**config.mk**
```make
export PLATFORM = sky130hd
export DESIGN_NAME = ps2_rx_scancode
export DESIGN_NICKNAME = d
export VERILOG_FILES = /design/src/rtl/ps2_pkg.sv /design/src/rtl/ps2_clk_filter.sv /design/src/rtl/ps2_rx_scancode.sv
export SDC_FILE = /design/constraint.sdc
export NUM_CORES = 1
export LEC_CHECK = 0
export CORE_MARGIN = 2
export CORE_UTILIZATION = 55
export CTS_CLUSTER_SIZE = 25
export DETAILED_ROUTE_END_ITERATION = 6
export PLACE_DENSITY = 0.76
export SLEW_MARGIN = 20
export SYNTH_ARGS = -nofsm -noshare
export SYNTH_HDL_FRONTEND = slang
export SYNTH_SLANG_ARGS = --single-unit
export TNS_END_PERCENT = 1
```
**constraint.sdc**
```tcl
create_clock -name clk -period 2.35 [get_ports clk]
set_input_delay 0.705 -clock clk [delete_from_list [all_inputs] [get_ports clk]]
set_output_delay 0.705 -clock clk [all_outputs]
set_load 0.01 [all_outputs]
```
**src/rtl/ps2_pkg.sv**
```systemverilog
// Shared types and constants for the PS/2 scancode receiver.
package ps2_pkg;

    typedef enum logic [1:0] {
        IDLE = 2'b00,
        DPS  = 2'b01,
        LOAD = 2'b10
    } state_t;

    localparam logic [7:0] BREAK_CODE = 8'hF0;
    localparam logic [7:0] EXT_CODE   = 8'hE0;
    localparam int         FRAME_BITS = 11;

endpackage

```
**src/rtl/ps2_clk_filter.sv**
```systemverilog
// Synchronizes the raw PS/2 lines, debounces the PS/2 clock and flags its falling edges.
module ps2_clk_filter #(
    parameter int FILTER_LEN = 8
) (
    input  logic clk,
    input  logic reset,
    input  logic ps2c,
    input  logic ps2d,
    output logic fall_edge,
    output logic ps2d_sync
);

    logic [1:0]            c_sync_q;
    logic [1:0]            d_sync_q;
    logic [FILTER_LEN-1:0] filt_reg;
    logic                  filt_c;
    logic                  filt_c_prev;

    // The filtered clock only moves once FILTER_LEN consecutive samples agree.
    always_ff @(posedge clk or posedge reset) begin
        if (reset) begin
            c_sync_q    <= 2'b11;
            d_sync_q    <= 2'b11;
            filt_reg    <= '1;
            filt_c      <= 1'b1;
            filt_c_prev <= 1'b1;
        end else begin
            c_sync_q    <= {c_sync_q[0], ps2c};
            d_sync_q    <= {d_sync_q[0], ps2d};
            filt_reg    <= {c_sync_q[1], filt_reg[FILTER_LEN-1:1]};
            filt_c_prev <= filt_c;
            if (&filt_reg)
                filt_c <= 1'b1;
            else if (~|filt_reg)
                filt_c <= 1'b0;
        end
    end

    assign fall_edge = filt_c_prev & ~filt_c;
    assign ps2d_sync = d_sync_q[1];

endmodule

```
**src/rtl/ps2_rx_scancode.sv**
```systemverilog
// PS/2 keyboard receiver: frames bytes, checks parity/stop, and reports only make codes.
module ps2_rx_scancode
    import ps2_pkg::*;
#(
    parameter int FILTER_LEN     = 8,
    parameter int TIMEOUT_CYC    = 100000,
    parameter int SUPPRESS_BREAK = 1
) (
    input  logic       clk,
    input  logic       reset,
    input  logic       ps2c,
    input  logic       ps2d,
    input  logic       rx_en,
    output logic [7:0] data_out,
    output logic       rx_done_tick,
    output logic       parity_err,
    output logic       frame_err
);

    localparam int TW = (TIMEOUT_CYC > 1) ? $clog2(TIMEOUT_CYC) : 1;

    logic                  fall_edge;
    logic                  ps2d_sync;
    state_t                state;
    logic [3:0]            n;
    logic [FRAME_BITS-1:0] b;
    logic [TW-1:0]         timeout_cnt;
    logic                  break_pending;
    logic                  ext_pending;
    logic [7:0]            rx_byte;
    logic                  frame_ok;
    logic                  parity_ok;

    ps2_clk_filter #(
        .FILTER_LEN(FILTER_LEN)
    ) u_filter (
        .clk      (clk),
        .reset    (reset),
        .ps2c     (ps2c),
        .ps2d     (ps2d),
        .fall_edge(fall_edge),
        .ps2d_sync(ps2d_sync)
    );

    // b[0] is never shifted into, so it still holds the cleared start position.
    assign rx_byte   = b[8:1];
    assign frame_ok  = b[10] & ~b[0];
    assign parity_ok = ^b[9:1];

    // Start bit is consumed in IDLE; DPS shifts in 8 data bits, parity and stop.
    always_ff @(posedge clk or posedge reset) begin
        if (reset) begin
            state         <= IDLE;
            n             <= 4'd0;
            b             <= '0;
            timeout_cnt   <= '0;
            break_pending <= 1'b0;
            ext_pending   <= 1'b0;
            data_out      <= 8'h00;
            rx_done_tick  <= 1'b0;
            parity_err    <= 1'b0;
            frame_err     <= 1'b0;
        end else begin
            rx_done_tick <= 1'b0;
            parity_err   <= 1'b0;
            frame_err    <= 1'b0;
            case (state)
                IDLE: begin
                    if (fall_edge && rx_en && !ps2d_sync) begin
                        state       <= DPS;
                        n           <= 4'(FRAME_BITS - 2);
                        b           <= '0;
                        timeout_cnt <= '0;
                    end
                end
                DPS: begin
                    if (fall_edge) begin
                        b           <= {ps2d_sync, b[FRAME_BITS-1:1]};
                        timeout_cnt <= '0;
                        if (n == 4'd0)
                            state <= LOAD;
                        else
                            n <= n - 4'd1;
                    end else if (timeout_cnt == TW'(TIMEOUT_CYC - 1)) begin
                        state     <= IDLE;
                        frame_err <= 1'b1;
                    end else begin
                        timeout_cnt <= timeout_cnt + 1'b1;
                    end
                end
                LOAD: begin
                    state <= IDLE;
                    if (!frame_ok) begin
                        frame_err <= 1'b1;
                    end else if (!parity_ok) begin
                        parity_err <= 1'b1;
                    end else if (SUPPRESS_BREAK != 0) begin
                        if (rx_byte == EXT_CODE) begin
                            ext_pending <= 1'b1;
                        end else if (rx_byte == BREAK_CODE) begin
                            break_pending <= 1'b1;
                        end else if (break_pending) begin
                            break_pending <= 1'b0;
                            ext_pending   <= 1'b0;
                        end else begin
                            data_out     <= rx_byte;
                            rx_done_tick <= 1'b1;
                            if (ext_pending)
                                ext_pending <= 1'b0;
                        end
                    end else begin
                        data_out     <= rx_byte;
                        rx_done_tick <= 1'b1;
                    end
                end
                default: state <= IDLE;
            endcase
        end
    end

endmodule

```
==> impl_metrics.ini <==
[status]
status = finished, final reports clean

[synthesis]
syn_avg_cell_area_sq_um = 10.8
seq_area_frac_synth_pct = 49.9
synth.top_cell.area_share_pct = 37.8
yosysMostFrequentCell = dfrtp_1
ys_warn_count = 0
synth-edff-count = 0
synth_compound_gate_area_share_pct = 14.8
synthCells = 281
synth_xor_area_share_pct = 1.85
synth_area_leaders = dfrtp_1, dfstp_2, ha_1, mux2_4, nand2_1
synthAdderAreaFrac_pct = 4.52
synth_area_sq_um = 3040
synth_nets = 297
synth_largest_area_cell = dfrtp_1
yosysUniqueCellTypes = 65
synth_top_family_by_area = simple AND/OR/NAND/NOR gates
synth_ff_type = dfrtp_1
ys_ff_latch = 60
muxShareOfSynthArea_pct = 5.30
ys_async_sr_fraction_pct = 100
synthTopCellsByCount = dfrtp_1, nand2_1, inv_1
yosys.area_share.simple_pct = 18.5

[routing]
vias_per_cell = 5.93
post_drt_wl_per_cell_microns = 15.8
drc_errors = 0
finalWirelength_mm = 6.06
route.vias.total = 2276
ant_nets = 0
detail_route.iter0.violations = 196
drtPass1Iterations = 4

[setup_path]
crit_buf_inv = 2
reg2reg_slack_ns = 0.16
crit_path_end_kind = flop
cp.arrival_ns = 2.41
critPathMaxStageDelay_ns = 0.40
cp.required_ns = 2.57
cp_max_fo = 9
r2r-start = b[5]
worstPathCellList = inv_1 -> ha_1 -> xnor3_1 -> xnor2_2 -> o211a_1 -> buf_12 -> mux2_4
critPathTopFamily = XOR/XNOR gates
reg2reg_depth = 7
critPathKind = reg2reg
r2r-end = data_out[6]
startpoint_type = flop
crit_slowest_cell = dfrtp_1

[sta]
hold_viol = 0
drv_slew = 0
max_slew_margin_pct = 67.9
worst_slew_pin_slew_ns = 0.480
setup_slack_ns = 0.157
setup_violations = 0
tns_ns = 0
min_period_over_period_pct = 93.3
fin_crit_ns = 2.19
max_freq_ghz = 0.456
rsz0062_at_grt = false
skew_ns = 0.0118

[global_routing]
grt_util_met3_pct = 4.83
grt-ovfl-total = 0
grt_pass1_vias = 2276
grt_usage_pct = 22.3
busiest_layer = met2
grt_pass1_wl_mm = 10.6
grt_max_degree = 61
met2_usage_pct = 34.2
met1_usage_pct = 30.4
antenna_found_initial = 0

[layout]
fin_util_pct = 65.7
largest_reg_flops = 17
diodes = 0
top_register = timeout_cnt
drive_gt1_share_pct = 18.6
layout.nets = 323
top_regs = timeout_cnt (17), b (11)
syn_to_final_growth_pct = 17.5

[place]
hpwl_mm = 4.11
pre_cts_ws_ns = -0.0608
gp_congestion = 0.824
port_buffers = 15

[hold_path]
min_from = u_filter.c_sync_q[1]
hold_end = u_filter.filt_reg[7]
hold_class = reg2reg
hold_path_depth = 0

[flow_run]
max_cap_violations = 0

[die]
fp-row-count = 27
core_sq_um = 5440
start_util_pct = 55.9
die_area_sq_um = 6140
die_h_microns = 78.4
die_w_microns = 78.4
top_level_ports = 16

[cts]
cts.repair.resized = 0
root_buffer = clkbuf_8
cts_setup_buffers = 0
htree_levels = 3
clock_latency_ns = 0.34
clk_pin_slew_ns = 0.07
cts_tree = built
clk_path_buf_depth = 2
clock_sinks = 60
cts_made_buffers = 9
hold_buffers = 0

[power_and_ir_drop]
vdd_drop_max_uv = 725
p_leak_uw = 0.00150
p_per_area_nw_per_um2 = 885
## through the flow
| stage | hold WS, ns | power [uW] | area, sq um | std cells |
|---|---|---|---|---|
| after floorplan | 0.345 | 1800 | 3040 | 281 |
| after global placement | 0.349 | 2010 | 3330 | 368 |
| after detailed placement | 0.348 | 2050 | 3330 | 368 |
| after CTS | 0.362 | 3180 | 3580 | 384 |
| after global routing | 0.364 | 3340 | 3580 | 384 |
| final | 0.360 | 3170 | 3580 | 384 |
## power by group
part	leakage (uW)	total [uW]	internal, uW	switching (uW)
clock	0.000123	1130	730	396
sequential	0.000767	1290	1160	136
combinational	0.000610	746	300	446
total	0.00150	3170	2190	978
## worst max-delay path by stage
stage	startpoint	slack [ns]	to	cells past startpoint
2_1_floorplan	reset	0.18	b[0]	1
3_3_place_gp	rx_en	-0.007	state[0]	5
3_5_place_dp	rx_en	-0.06	state[0]	5
4_1_cts	b[5]	0.15	data_out[6]	7
5_1_grt	b[5]	0.08	data_out[6]	7
6_report	b[5]	0.16	data_out[6]	7
## metal layers
layer / vias to the layer above / routed length, microns
met5: - / 0
met4: 0 / 125
met3: 10 / 210
met2: 46 / 2860
met1: 1130 / 2870
li1: 1090 / -
## kinds of logic after synthesis
kind of cell             count (synthesis)
multiplexers                            12
adder cells (fa/ha/maj)                 11
AND/OR/NAND/NOR                         97
AO/OA/AOI/OAI                           63
buffers and inverters                   34
XOR/XNOR                                 4
flip-flops                              60
## cell usage in the layout (no fill, tap or decap), types with 2 or more instances in the layout
cell	count
o21ai_1	4
clkbuf_8	10
nor3_1	3
a31oi_1	2
buf_4	8
or3_1	5
a22oi_1	2
bufinv_16	3
dfstp_2	14
nor4b_2	2
and4_1	6
buf_12	3
o31ai_1	6
xnor2_1	2
ha_1	11
mux2_4	8
dfrtp_1	46
a21oi_1	5
o2111ai_1	5
and2_1	2
nand3_1	14
clkdlybuf4s50_1	15
mux2i_1	3
clkinv_2	2
o221ai_1	7
nand2b_1	3
o21ai_0	14
o211ai_1	4
inv_1	21
nand4_1	6
nor2_1	9
nand2_1	30
## area by class of cell
class                      instances  area (sq um)
fill                             412          1860
clock inverter                     5           100
multi-input combinational        187          1370
inverter                          23          86.3
clock buffer                      11           141
sequential                        60          1520
timing repair buffer              26           270
tap                               72          90.1
Power figures use the tool's default switching activity.
